==> config.mk <==
export PLATFORM = sky130hd
export DESIGN_NAME = wt_fetch_sched
export DESIGN_NICKNAME = d
export VERILOG_FILES = /design/src/rtl/wt_fetch_sched.sv
export SDC_FILE = /design/constraint.sdc
export NUM_CORES = 1
export LEC_CHECK = 0
export ABC_AREA = 0
export BUFFER_PORTS_ARGS = -buffer_cell sky130_fd_sc_hd__buf_2
export CORE_MARGIN = 2
export CORE_UTILIZATION = 49
export DETAILED_ROUTE_END_ITERATION = 8
export PLACE_DENSITY = 0.8
export SLEW_MARGIN = 5
export SYNTH_ARGS = -nofsm -noshare
export SYNTH_HDL_FRONTEND = slang
export SYNTH_SLANG_ARGS = --single-unit
==> constraint.sdc <==
create_clock -name clk -period 2.9 [get_ports clk]
set_clock_uncertainty 0.15 [all_clocks]
set_input_delay 0.58 -clock clk [delete_from_list [all_inputs] [get_ports clk]]
set_output_delay 0.58 -clock clk [all_outputs]
set_load 0.1 [all_outputs]
==> src/rtl/wt_fetch_sched.sv <==
// rtl/wt_fetch_sched.sv - weight ROM fetch sequencer: paired row reads into a 2-entry pair FIFO
// Streams rows base..base+num-1 two per cycle from a dual-port 1-cycle ROM to a valid/ready consumer.
module wt_fetch_sched #(
  parameter int ADDR_WIDTH = 11,
  parameter int DATA_WIDTH = 144,
  parameter int DEPTH      = 76
) (
  input  logic                  clk,
  input  logic                  rst_n,
  input  logic                  start,
  input  logic [ADDR_WIDTH-1:0] base_addr,
  input  logic [ADDR_WIDTH-1:0] num_words,
  output logic                  busy,
  output logic                  done,
  output logic                  cfg_err,
  output logic [ADDR_WIDTH-1:0] mem_addr_a,
  output logic [ADDR_WIDTH-1:0] mem_addr_b,
  input  logic [DATA_WIDTH-1:0] mem_q_a,
  input  logic [DATA_WIDTH-1:0] mem_q_b,
  output logic                  out_valid,
  input  logic                  out_ready,
  output logic [DATA_WIDTH-1:0] out_wt_a,
  output logic [DATA_WIDTH-1:0] out_wt_b,
  output logic                  out_b_vld,
  output logic                  out_last
);

  typedef enum logic [1:0] {S_IDLE, S_RUN, S_DRAIN} state_t;

  state_t                state_q;
  logic [ADDR_WIDTH-1:0] ptr_q, rem_q, addr_a_q, addr_b_q;
  logic                  infl_q, infl_bvld_q, infl_last_q;
  logic                  busy_q, done_q, cfg_err_q;

  logic [DATA_WIDTH-1:0] fa_q [2];
  logic [DATA_WIDTH-1:0] fb_q [2];
  logic                  fbv_q [2];
  logic                  fl_q [2];
  logic [1:0]            cnt_q;
  logic                  wr_q, rd_q;

  logic                  pop, issue, iss_bvld, iss_last, cfg_ok;
  logic [ADDR_WIDTH-1:0] rem_d;

  assign pop    = (cnt_q != 2'd0) && out_ready;
  assign cfg_ok = (num_words != '0) &&
                  (({1'b0, base_addr} + {1'b0, num_words}) <= (ADDR_WIDTH+1)'(DEPTH));

  // Counting this cycle's pop lets a slot freed now be refilled, keeping one pair/cycle
  // while still guaranteeing the pair landing two edges later never finds the FIFO full.
  assign issue    = (state_q == S_RUN) &&
                    (({1'b0, cnt_q} + {2'b0, infl_q}) < (3'd2 + {2'b0, pop}));
  assign iss_bvld = rem_q >= ADDR_WIDTH'(2);
  assign rem_d    = rem_q - (iss_bvld ? ADDR_WIDTH'(2) : ADDR_WIDTH'(1));
  assign iss_last = rem_d == '0;

  assign mem_addr_a = issue ? ptr_q : addr_a_q;
  assign mem_addr_b = issue ? (iss_bvld ? ptr_q + ADDR_WIDTH'(1) : ptr_q) : addr_b_q;

  assign busy      = busy_q;
  assign done      = done_q;
  assign cfg_err   = cfg_err_q;
  assign out_valid = cnt_q != 2'd0;
  assign out_wt_a  = fa_q[rd_q];
  assign out_wt_b  = fb_q[rd_q];
  assign out_b_vld = fbv_q[rd_q];
  assign out_last  = fl_q[rd_q];

  always_ff @(posedge clk or negedge rst_n) begin
    if (!rst_n) begin
      state_q     <= S_IDLE;
      ptr_q       <= '0;
      rem_q       <= '0;
      addr_a_q    <= '0;
      addr_b_q    <= '0;
      infl_q      <= 1'b0;
      infl_bvld_q <= 1'b0;
      infl_last_q <= 1'b0;
      busy_q      <= 1'b0;
      done_q      <= 1'b0;
      cfg_err_q   <= 1'b0;
    end else begin
      done_q    <= 1'b0;
      cfg_err_q <= 1'b0;
      infl_q    <= issue;
      if (issue) begin
        infl_bvld_q <= iss_bvld;
        infl_last_q <= iss_last;
        addr_a_q    <= mem_addr_a;
        addr_b_q    <= mem_addr_b;
        ptr_q       <= ptr_q + ADDR_WIDTH'(2);
        rem_q       <= rem_d;
      end
      case (state_q)
        S_IDLE: begin
          if (start) begin
            if (cfg_ok) begin
              state_q <= S_RUN;
              busy_q  <= 1'b1;
              ptr_q   <= base_addr;
              rem_q   <= num_words;
            end else begin
              cfg_err_q <= 1'b1;
            end
          end
        end
        S_RUN: begin
          if (issue && iss_last) state_q <= S_DRAIN;
        end
        S_DRAIN: begin
          // The last-tagged pair leaving means nothing remains queued or in flight.
          if (pop && out_last) begin
            state_q <= S_IDLE;
            busy_q  <= 1'b0;
            done_q  <= 1'b1;
          end
        end
        default: state_q <= S_IDLE;
      endcase
    end
  end

  always_ff @(posedge clk or negedge rst_n) begin
    if (!rst_n) begin
      for (int i = 0; i < 2; i++) begin
        fa_q[i]  <= '0;
        fb_q[i]  <= '0;
        fbv_q[i] <= 1'b0;
        fl_q[i]  <= 1'b0;
      end
      cnt_q <= 2'd0;
      wr_q  <= 1'b0;
      rd_q  <= 1'b0;
    end else begin
      if (infl_q) begin
        fa_q[wr_q]  <= mem_q_a;
        fb_q[wr_q]  <= mem_q_b;
        fbv_q[wr_q] <= infl_bvld_q;
        fl_q[wr_q]  <= infl_last_q;
        wr_q        <= ~wr_q;
      end
      if (pop) rd_q <= ~rd_q;
      cnt_q <= cnt_q + {1'b0, infl_q} - {1'b0, pop};
    end
  end

endmodule

# After elaboration in Yosys (flattened, before gate mapping)
# Cells that the tools add are included.
dict set report totals {
  in_bits 314
  output_inout_bits 316
  reg_bits 636
}
dict set report op_classes {
  n_eq_ne 6
  muxes 46
  reduce_logical 13
  addsub 8
  order_cmp 6
  bitwise 4
}
# cell count
set ops {}
lappend ops {{2-to-1 mux 144 bit} 7}
lappend ops {{bitwise mux 288 bit} 2}
lappend ops {{demux 144 bit (select 1 bit)} 1}
lappend ops {{2-to-1 mux 11 bit} 11}
lappend ops {{2-to-1 mux 1 bit} 15}
lappend ops {{adder 11 x 11 -> 12 bit} 1}
lappend ops {{<= comparator 12 x 7 -> 1 bit, second input constant} 1}
lappend ops {{adder 11 x 1 -> 11 bit, second input constant} 1}
lappend ops {{adder 11 x 2 -> 11 bit, second input constant} 1}
lappend ops {{greater-or-equal comparator 11 x 2 -> 1 bit, second input constant} 1}
lappend ops {{logical NOT 11 bit} 1}
lappend ops {{nonzero test 11 bit} 1}
lappend ops {{subtractor 11 x 2 -> 11 bit} 1}
lappend ops {{2-to-1 mux 2 bit} 5}
lappend ops {{AND reduction 4 bit} 2}
lappend ops {{logical AND 1 bit} 6}
lappend ops {{inequality test 2 bit, second input constant} 3}
lappend ops {{case mux 2 bit (3 select lines)} 1}
lappend ops {{bitwise mux 2 bit} 2}
lappend ops {{greater-or-equal comparator 2 bit, second input constant} 2}
lappend ops {{inverter 1 -> 2 bit} 2}
lappend ops {{nonzero test 2 bit} 2}
lappend ops {{adder 2 x 1 -> 3 bit} 1}
lappend ops {{adder 2 x 1 -> 3 bit, first input constant} 1}
lappend ops {{other kinds (11)} 12}

# Depth between registers and ports, before layout
dict set report logic_depth {
  ltp_word 9
  mapped_depth 11
  depth_no_buf 11
}

# Worst setup path after synthesis
# No wires, ideal clock.
dict set report synth_path {
  path_type {reg2out}
  from {register rem_q[6]}
  to {output mem_addr_b[9]}
  slack_ns -1.600
  n_path_buf 0
  stages_incl_launch_ff 8
  arrival_ns 3.770
  required_ns 2.170
  path_cell_list {dfrtp_1 nor4_1 nand3_1 and3_1 nor2b_1 nand3_1 xor2_1 o21ai_0}
}
dict set report synth_between {
  elab_chain_cells 3
}
# element line_no
set synth_lines {}
lappend synth_lines {{start: declaration} 31} ;# logic [ADDR_WIDTH-1:0] ptr_q, rem_q, addr_a_q, addr_b_q;
lappend synth_lines {{start signal: assignment} 92} ;# rem_q <= rem_d;
lappend synth_lines {{start signal: assignment} 101} ;# rem_q <= num_words;
lappend synth_lines {{greater-or-equal comparator 11 x 2 -> 1 bit} 53} ;# assign iss_bvld = rem_q >= ADDR_WIDTH'(2);
lappend synth_lines {{net iss_bvld} 42} ;# logic pop, issue, iss_bvld, iss_last, cfg_ok;
lappend synth_lines {{2-to-1 mux 11 bit (2 in a row)} 58} ;# assign mem_addr_b = issue ? (iss_bvld ? ptr_q + ADDR_WIDTH'(1) : ptr_q) : addr_b_q;
lappend synth_lines {{end: declaration} 17} ;# output logic [ADDR_WIDTH-1:0] mem_addr_b,
# The timed path passes the listed nets, and every way through them passes these cells.

# Worst setup path after layout
dict set report layout_path {
  from {register rem_q[6]}
  to {output mem_addr_b[10]}
}
# The elaborated chain is that of the path after synthesis.

==> metrics.md <==
| Metric | Value |
|---|---|
| Status | finished with violations |
| Violated checks | setup timing |
| CP peak stage delay | 0.41 ns |
| Type of the worst setup path | reg -> out |
| Area of the multi-input gates | roughly 0.013 mm2 |
| Vias | 19800 |
| Area share of and/or/nand/nor cells after synthesis | 0.0246 |
| DR iter-0 viols | 1144 |
| Avg Cell Area, Syn | 14.6 um2 |
| Worst-path maximum fanout | 5 |
| Worst path cell trace | nor4_4, nand3_2, buf_4, nand2_4, nor2_1, xnor2_2, o21ai_4, buf_12 |
| Post-synthesis mux area share | 0.359 |
| Chip Width | 244 um |
| Die height | 244 um |
| Worst-path clk slew | 0.07 ns |
| Vias in the first global route | about 21000 |
| Measured slew at the worst slew-check pin | 0.691 ns |
| Post-synthesis cell count | 1934 |
| Synthesized area | 0.0283 mm2 |
| Synth Warn # | 0 |
| H-tree depth | 3 |
| Placed cell count | approximately 3300 |
| Min Tclk post-route | 3.17 ns |
| RSZ-0062 raised after global routing | yes |
| Slowest cell on the critical path | dfrtp_1 |
| Syn-to-layout area delta | 41.4% |
| FF/Latch Area | 0.0159 mm2 |
| Clk sinks | 636 |
| Hold Crit Class | in -> reg |
| Post-DP HPWL | 52.7 mm |
| Setup ws final | -0.266 ns |
| Global placer's final weighted congestion | roughly 0.9 |
| WL/cell | 24.6 um |
| Die footprint | around 0.06 mm2 |
| Vias/cell | between 5 and 6 |
| Post-synth EDFFs | 0 |
| Global route overflow | 0 |
| I/O Buffers | 629 |
| Main combinational cell family by area after synthesis | multiplexers |
| Fin crit share | 1.09 |
| Max_cap viols | 0 |
| Critical Path RT | 2.17 ns |
| Adder-cell share of the synthesized area | 0.00982 |
| 1st-pass router iterations | 5 |
| Slew HR | 0.539 |
| CTS tree | built |
| Clock Path Buffers | 3 |
| Max Slew Vio Count | 0 |
| Largest net degree at the start of global routing | 76 |
| Post-synthesis xor/xnor area fraction | 0.0115 |
| FILL cells | 3482 |
| Netlist cell types | 51 |
| Worst Setup End Kind | output pin |
| Critical path buffer and inverter count | 2 |
| Post-route ant nets | 0 |
| First-pass GRT wire length | 120 mm |
| CTS Buf Count | 67 |
| Fraction of final layout cells sized beyond drive strength 1 | 0.694 |
| # IOs | 630 |
| Post-synthesis compound-gate area fraction | 0.0151 |
| Fin nets | a little over 3000 |
| CORE AREA | 0.0574 mm2 |
| Util after Layout | 0.698 |
| Final std cells w/o fill | 3531 |
| Top_reg_cell synth | dfrtp_1 |
| Final setup violation count | 36 |
| Net count after synthesis | 2269 |
| Clk_lat worst skew | between 0.5 and 0.6 ns |
| Critical Path AT | ~2.4 ns |
| Initial antenna violation count | 19 |
| Global Route Usage Sum | 0.257 |
| Root buffer cell | clkbuf_16 |
| Fmax | 316 MHz |
| Final hold slack | 0.0738 ns |
| Rows | between 80 and 90 |
| Hold Fails Final Rpt | 0 |
| Register bit total from synthesis | 636 |
| R2R Setup Slk | -0.15 ns |
| Initial core utilization | 0.493 |
| Largest delay contributor family on the critical path | simple AND/OR/NAND/NOR gates |
| Startpoint types | register |
| Seq/Total Area, Yosys | 0.562 |
| Async S/R FF share, synth | 1.00 |
| Final WL | roughly 87 mm |
| DRC | 0 |
final cells by class:
cell class	instances	share of cell area
Antenna cell	20	0.00125
Clock buffer	99	0.0499
Clock inverter	21	0.00613
Inverter	18	0.00206
Multi-Input combinational cell	1170	0.322
Sequential cell	636	0.398
Tap cell	765	0.0239
Timing Repair Buffer	802	0.197
routing by layer:
metal | up-vias | track usage | wire (um)
met4 | 2 | 0.120 | 4390
li1 | 8464 | - | -
met1 | 10200 | 0.302 | 32100
met3 | 288 | 0.0567 | 5470
met5 | - | 0 | 13
met2 | 816 | 0.450 | 44700
path summary, 6_finish.rpt:
kind                        startpoint             end  depth (start not counted)
hold reg to reg                fl_q[0]         fl_q[0]                          1
min in group asynchronous        rst_n        fb_q[32]                          2
setup / recovery              rem_q[6]  mem_addr_b[10]                          8
hold / removal             mem_q_a[55]       fa_q[199]                          2
setup reg to reg              rem_q[6]      state_q[1]                         14
max in group asynchronous        rst_n        ptr_q[4]                          4
state kept, by name, summed over array words and instances (netlist names), 2 cells and up:
signal    cells
addr_b_q     11
ptr_q        11
fl_q          2
addr_a_q     11
fb_q        288
rem_q        11
cnt_q         2
fbv_q         2
state_q       2
fa_q        288
layout by cell type, fill, tap and decap left out, types with 14 or more instances in the layout:
master,n
buf_6,163
o21ai_0,17
buf_16,14
xnor2_1,16
diode_2,20
clkbuf_8,20
buf_4,168
mux2_2,810
mux2_4,82
dfrtp_1,633
buf_2,317
clkbuf_16,81
nor2_1,20
buf_12,109
nand2_4,22
nand2_1,41
inv_1,15
logic make-up (layout without fill, tap and decap cells):
kind of cell | count (synthesis) | after routing
fa+ha+maj | 21 | 21
simple gates | 150 | 150
buf+inv | 128 | 940
flops | 636 | 636
other cells | 0 | 20
compound gates | 66 | 66
mux | 896 | 896
xor+xnor | 37 | 37
through the flow:
| step | cell area (um2) | setup slack [ns] | TNS [ns] |
|---|---|---|---|
| 4_1_cts | 37700 | -0.260 | -3.91 |
| 3_5_place_dp | 33600 | -0.568 | -12.16 |
| 5_1_grt | 40000 | -0.340 | -9.90 |
| 6_report | 40000 | -0.266 | -4.37 |
| 2_1_floorplan | 28500 | -0.265 | -5.42 |
| 3_3_place_gp | 33600 | -0.473 | -10.00 |
Yosys cell counts (all sizes together), types with 2 or more instances:
cell / count / area (um2)
o21bai: 2 / 15.0
a31oi: 4 / 25.0
nand3: 13 / 65.1
nand2b: 2 / 12.5
nor2: 22 / 82.6
xor2: 17 / 149
buf: 5 / 38.8
nor3: 6 / 35.0
mux2i: 4 / 40.0
xnor2: 20 / 175
and3: 3 / 18.8
ha: 19 / 238
clkbuf: 105 / 394
o21ai: 33 / 169
fa: 2 / 40.0
a21oi: 9 / 48.8
mux2: 892 / 10100
a2111oi: 3 / 51.3
a21o: 4 / 30.0
inv: 18 / 67.6
nand4: 4 / 25.0
dfrtp: 636 / 15900
nor3b: 2 / 15.0
nor2b: 6 / 37.5
nor4b: 2 / 32.5
nor4: 8 / 50.1
o22ai: 3 / 18.8
nand2: 78 / 293
timing repair:
action / 4_1_cts / 5_1_grt
pin swaps: 25 / 31
cloned: 11 / 16
setup buffers: 24 / 12
endpoints found under the hold margin: 47 / 0
hold buffers: 1 / 0
setup endpoints to repair: 270 / 150
gates resized for setup: 426 / 477
Power is not shown: default switching activity piles up to over one toggle a cycle in this logic, so the estimate is an artifact.
